[config.mk]
export PLATFORM = sky130hd
export DESIGN_NAME = bin2bcd_seq_flat
export DESIGN_NICKNAME = d
export VERILOG_FILES = /design/src/rtl/bin2bcd_seq_if.sv /design/src/rtl/bin2bcd_seq.sv /design/src/flat_wrapper.sv
export SDC_FILE = /design/constraint.sdc
export NUM_CORES = 1
export LEC_CHECK = 0
export ABC_AREA = 1
export CAP_MARGIN = 5
export CORE_ASPECT_RATIO = 1.5
export CORE_MARGIN = 3
export CORE_UTILIZATION = 59
export CTS_CLUSTER_SIZE = 28
export DETAILED_ROUTE_END_ITERATION = 12
export PLACE_DENSITY = 0.92
export SLEW_MARGIN = 10
export SYNTH_ARGS = -nofsm -noshare
export SYNTH_HDL_FRONTEND = slang
export SYNTH_SLANG_ARGS = --single-unit
[constraint.sdc]
create_clock -name clk -period 3.9 [get_ports clk]
set_clock_uncertainty 0.15 [all_clocks]
set_input_delay 1.17 -clock clk [delete_from_list [all_inputs] [get_ports clk]]
set_output_delay 1.17 -clock clk [all_outputs]
set_load 0.01 [all_outputs]
[src/rtl/bin2bcd_seq_if.sv]
// Request/result bundle between a display-path client and the bin2bcd_seq converter.
// The master drives start/binary; the converter (slave) returns status and held digits.
interface bin2bcd_seq_if #(
  parameter int WIDTH  = 15,
  parameter int DIGITS = 5
);
  logic                start;
  logic [WIDTH-1:0]    binary;
  logic                busy;
  logic                done;
  logic [4*DIGITS-1:0] bcd;
  logic                neg;
  logic                overflow;

  modport master (
    output start,
    output binary,
    input  busy,
    input  done,
    input  bcd,
    input  neg,
    input  overflow
  );

  modport slave (
    input  start,
    input  binary,
    output busy,
    output done,
    output bcd,
    output neg,
    output overflow
  );
endinterface

[src/rtl/bin2bcd_seq.sv]
// Sequential double-dabble binary-to-BCD converter, one input bit per clock, with
// optional two's-complement input, sticky overflow detection and all-nines saturation.
module bin2bcd_seq #(
  parameter int WIDTH  = 15,
  parameter int DIGITS = 5,
  parameter int SIGNED = 0
) (
  input logic          clk,
  input logic          rst_n,
  bin2bcd_seq_if.slave bus
);
  localparam int CW = $clog2(WIDTH + 1);
  localparam int BW = 4 * DIGITS;
  localparam logic [BW-1:0] NINES = {DIGITS{4'h9}};
  localparam logic [BW-1:0] ZERO_DIGITS = {BW{1'b0}};

  typedef enum logic [1:0] {
    IDLE  = 2'd0,
    SHIFT = 2'd1,
    DONE  = 2'd2
  } state_t;

  state_t            state_r;
  logic [WIDTH-1:0]  mag_r;
  logic [BW-1:0]     work_r;
  logic              sign_r;
  logic              sticky_r;
  logic [CW-1:0]     cnt_r;
  logic              busy_r;
  logic              done_r;
  logic [BW-1:0]     bcd_r;
  logic              neg_r;
  logic              overflow_r;

  logic              sign_in_s;
  logic [WIDTH-1:0]  mag_in_s;
  logic [BW-1:0]     adj_s;
  logic [BW-1:0]     work_next_s;
  logic [WIDTH-1:0]  mag_next_s;
  logic              carry_s;
  logic              sticky_next_s;
  logic              neg_next_s;

  function automatic logic [BW-1:0] add3_bank(input logic [BW-1:0] d);
    logic [BW-1:0] r;
    r = d;
    for (int k = 0; k < DIGITS; k++) begin
      if (d[4*k +: 4] >= 4'd5) begin
        r[4*k +: 4] = d[4*k +: 4] + 4'd3;
      end else begin
        r[4*k +: 4] = d[4*k +: 4];
      end
    end
    return r;
  endfunction

  // Sign and magnitude of the incoming operand; -2^(WIDTH-1) negates onto itself as unsigned.
  always_comb begin
    sign_in_s = 1'b0;
    mag_in_s  = bus.binary;
    if ((SIGNED != 0) && bus.binary[WIDTH-1]) begin
      sign_in_s = 1'b1;
      mag_in_s  = ~bus.binary + WIDTH'(1);
    end else begin
      sign_in_s = 1'b0;
      mag_in_s  = bus.binary;
    end
  end

  // One double-dabble step: add-3 bank, then shift {digits, mag} left with carry-out capture.
  always_comb begin
    adj_s = add3_bank(work_r);
    {carry_s, work_next_s, mag_next_s} = {adj_s, mag_r, 1'b0};
    sticky_next_s = sticky_r | carry_s;
    // A zero magnitude never reports a negative sign.
    neg_next_s = sign_r & ((work_next_s != ZERO_DIGITS) | sticky_next_s);
  end

  // Control FSM and datapath registers; results load on the edge that enters DONE.
  always_ff @(posedge clk or negedge rst_n) begin
    if (!rst_n) begin
      state_r    <= IDLE;
      mag_r      <= {WIDTH{1'b0}};
      work_r     <= ZERO_DIGITS;
      sign_r     <= 1'b0;
      sticky_r   <= 1'b0;
      cnt_r      <= {CW{1'b0}};
      busy_r     <= 1'b0;
      done_r     <= 1'b0;
      bcd_r      <= ZERO_DIGITS;
      neg_r      <= 1'b0;
      overflow_r <= 1'b0;
    end else begin
      case (state_r)
        IDLE: begin
          done_r <= 1'b0;
          if (bus.start) begin
            mag_r    <= mag_in_s;
            sign_r   <= sign_in_s;
            work_r   <= ZERO_DIGITS;
            sticky_r <= 1'b0;
            cnt_r    <= CW'(WIDTH);
            busy_r   <= 1'b1;
            state_r  <= SHIFT;
          end else begin
            busy_r  <= 1'b0;
            state_r <= IDLE;
          end
        end
        SHIFT: begin
          mag_r    <= mag_next_s;
          work_r   <= work_next_s;
          sticky_r <= sticky_next_s;
          cnt_r    <= cnt_r - CW'(1);
          if (cnt_r == CW'(1)) begin
            state_r    <= DONE;
            done_r     <= 1'b1;
            bcd_r      <= sticky_next_s ? NINES : work_next_s;
            neg_r      <= neg_next_s;
            overflow_r <= sticky_next_s;
          end else begin
            state_r <= SHIFT;
            done_r  <= 1'b0;
          end
        end
        DONE: begin
          done_r  <= 1'b0;
          busy_r  <= 1'b0;
          state_r <= IDLE;
        end
        default: begin
          done_r  <= 1'b0;
          busy_r  <= 1'b0;
          state_r <= IDLE;
        end
      endcase
    end
  end

  assign bus.busy     = busy_r;
  assign bus.done     = done_r;
  assign bus.bcd      = bcd_r;
  assign bus.neg      = neg_r;
  assign bus.overflow = overflow_r;
endmodule

[src/flat_wrapper.sv]
// flat-port wrapper written by rule: the top's interface ports become plain ports
module bin2bcd_seq_flat 
#(
  parameter int WIDTH  = 15,
  parameter int DIGITS = 5,
  parameter int SIGNED = 0
)
  (clk, rst_n, bus_start, bus_binary, bus_busy, bus_done, bus_bcd, bus_neg, bus_overflow);
  bin2bcd_seq_if #(.WIDTH(WIDTH), .DIGITS(DIGITS)) bus_i ();
  input logic clk;
  input logic rst_n;
  input wire logic [$bits(bus_i.start)-1:0] bus_start;
  input wire logic [$bits(bus_i.binary)-1:0] bus_binary;
  output wire logic [$bits(bus_i.busy)-1:0] bus_busy;
  output wire logic [$bits(bus_i.done)-1:0] bus_done;
  output wire logic [$bits(bus_i.bcd)-1:0] bus_bcd;
  output wire logic [$bits(bus_i.neg)-1:0] bus_neg;
  output wire logic [$bits(bus_i.overflow)-1:0] bus_overflow;
  assign bus_i.start = bus_start;
  assign bus_i.binary = bus_binary;
  assign bus_busy = bus_i.busy;
  assign bus_done = bus_i.done;
  assign bus_bcd = bus_i.bcd;
  assign bus_neg = bus_i.neg;
  assign bus_overflow = bus_i.overflow;
  bin2bcd_seq #(.WIDTH(WIDTH), .DIGITS(DIGITS), .SIGNED(SIGNED)) u_core (.clk(clk), .rst_n(rst_n), .bus(bus_i));
endmodule
==> impl_results.md <==
- GRT overflow: 0
- P&R area growth vs syn: 18.0%
- Area of the core: 0.00496 sq mm
- Post-CTS sizing: 0
- CP top delay family: buffers and inverters
- Post-CTS setup buffer count: 0
- CTS Sinks: 64
- Mapped Nets: 396
- Worst-Margin Slew: 0.793 ns
- Io pins: 42
- Hold EP: u_core.mag_r[0]
- Register area share after synthesis: 51.4%
- Dpl cell area: 0.00352 sq mm
- Root Driver: clkbuf_8
- Crit. End Element: primary output
- H-tree depth: 3
- Min-Delay Path Class: flop to flop
- CTS tree: yes
- Headroom to the max-slew limit: 47.0%
- Outcome: finished, final reports clean
- Syn_area_per_cell: 8.51 sq um
- Design area: 0.00367 sq mm
- R2R Path Start: u_core.bus.done
- Leading cell types in the layout, fill and taps excluded: nand2_1 (102), dfrtp_1 (64), o21ai_0 (40)
- Synth warn: 0
- Die Span X: 65.3 microns
- Worst r2r dst: u_core.bus.bcd[5]
- Routed WL: 6.96 mm
- VDD IR-drop max: 0.464 mV
- CP max stage cell: clkdlybuf4s50_1
- Peak Freq: 371 MHz
- Minimum clock period: 2.70 ns
- Sw Share: 42.4%
- Sequential power share: 37.4%
- Startpoint Class: flop
- Clock Tree Buf Depth: 2
- Unrepaired setup endpoints after global routing: false
- Worst Path Max Fanout: 3
- Crit path DAT: 1.38 ns
- Gr usage total: 24.5%
- Worst path buffer plus inverter count: 1
- Number of nets still failing antenna checks after routing: 0
- Initial antenna violation count: 0
- PD cells: 811 mW/mm^2
- Critical-path cell list: clkdlybuf4s50_1
- Req. time, crit path: 2.58 ns
- Psw: 1.26 mW
- Non-Filler Instances: 476
- Commonest non-fill, non-tap cell in the layout: nand2_1
- Share of cells above drive strength 1: 6.10%
- Hold Path Depth: 2
- Insertion delay of the later-clocked pin in the worst-skew pair: 0.34 ns
- R2R depth: 6
- Clock buffer count from CTS: 9
- GPL Wtd Cong: 0.848
- Tcrit/Tclk final: 69.1%
- Post-Place Cells: 462
- Initial DRC count: 262
- First-pass GRT wire length: 11.6 mm
- Drt wl/cell: 14.6 microns
- Post-Synthesis Cell Area: 0.00311 sq mm
- Hold_sp: u_core.mag_r[0]
- Hold Fails Final Rpt: 0
- Slowest stage delay, CP: 0.58 ns
- DP HPWL: 4.67 mm
- Comb power frac: 46.7%
- Area of the die: 0.00620 sq mm
- Buffers on Ports: 40
- Largest net degree at the start of global routing: 33
- Internal power: 1.72 mW
- DR DRC count: 0
- Worst setup path start: u_core.bus.done
- Cells after Synth: 366
- Leak: 1.78 nW
- Max-slew violations: 0
- Max-cap violations: 0
- CTS hold repair buffers: 0
- # fillers: 378
- Clk network pwr share: 15.9%
- DRT Pass-1 Iters: 5
- Vias in the first global route: 2631
- Crit path kind: flop to primary output
- Vias: 2682
- Antenna cells: 0
- Netlist cell types: 27
- Vias per inst: 5.63
- Die Ht: 95.0 microns
- Starting Density: 62.7%
- Layout Nets: 437
- Setup Viol. Count Final: 0
- Rows: 31
- Clk pin slew, worst setup/hold paths: 0.07 ns
- Flop2flop setup slack: 1.48 ns
- Synthesized flop and latch total: 64
- Total negative slack: 0 ns
routing by layer:
layer	vias up	track usage, %	part of all wire [%]
met5	-	0	0
met4	0	11.9	2.8
met3	18	5.12	4.9
met2	98	44.1	54
met1	1286	26.8	39
li1	1280	-	-
how the worst max path moves through the flow:
stage / end / cells past startpoint
global placement: u_core.mag_r[13] / 5
finish: bus_done / 1
floorplan: u_core.mag_r[5] / 5
global route: bus_done / 1
CTS: bus_done / 1
detailed placement: u_core.cnt_r[3] / 5
cell type report:
class | instances | area (sq um) | share of cell area (%)
clock buffer | 13 | 149 | 4.05
multi-input combinational | 250 | 1270 | 34.6
inverter | 40 | 153 | 4.16
sequential | 64 | 1600 | 43.6
timing repair buffer | 42 | 410 | 11.2
clock inverter | 1 | 5.00 | 0.136
tap | 66 | 82.6 | 2.25
sequential cells by signal (all words and copies together), names as in the netlist, 4 cells and up:
register	flops
u_core.cnt_r	4
u_core.work_r	20
u_core.bus.bcd	20
u_core.mag_r	15
power groups by stage:
stage	clock network, mW	registers [mW]	logic [mW]
2_1_floorplan	0	1.12	0.932
5_1_grt	0.506	1.14	1.58
4_1_cts	0.477	1.11	1.38
3_3_place_gp	0	1.10	1.28
3_5_place_dp	0	1.12	1.35
6_report	0.474	1.11	1.39
per-stage QoR:
step	power (mW)	hold WS [ns]	utilization (%)	setup WS, ns
CTS	2.97	0.331	74.0	1.20
floorplan	2.05	0.293	-	1.86
global placement	2.38	0.308	70.9	1.16
finish	2.98	0.332	74.0	1.20
global route	3.22	0.354	74.0	1.18
detailed placement	2.47	0.315	70.9	1.12
synthesized netlist by cell type:
library cell	instances	area share [%]
inv_1	35	4.2
buf_4	2	0.48
o21ai_0	40	6.4
a22oi_1	9	2.2
a21oi_1	4	0.64
nor2_2	1	0.20
nand2_1	102	12
o221ai_1	1	0.28
conb_1	1	0.12
a22oi_2	1	0.40
o211ai_1	1	0.24
clkbuf_1	2	0.24
nor2_4	1	0.36
nand2_2	1	0.20
dfrtp_1	64	51
o21ai_1	5	0.80
nor2_1	29	3.5
buf_6	4	1.4
nor2_8	1	0.64
inv_4	1	0.20
nand3_1	23	3.7
nand2_8	1	0.64
o22ai_1	7	1.4
ha_1	12	4.8
nand4_1	10	2.0
buf_2	4	0.64
inv_2	4	0.48
cell families after synthesis:
logic type / share of synthesized area [%]
AND/OR/NAND/NOR: 23.5
AO/OA/AOI/OAI: 12.4
flip-flops: 51.4
buffers and inverters: 7.71
adder cells (fa/ha/maj): 4.82
other: 0.120
Power figures use the tool's default switching activity.
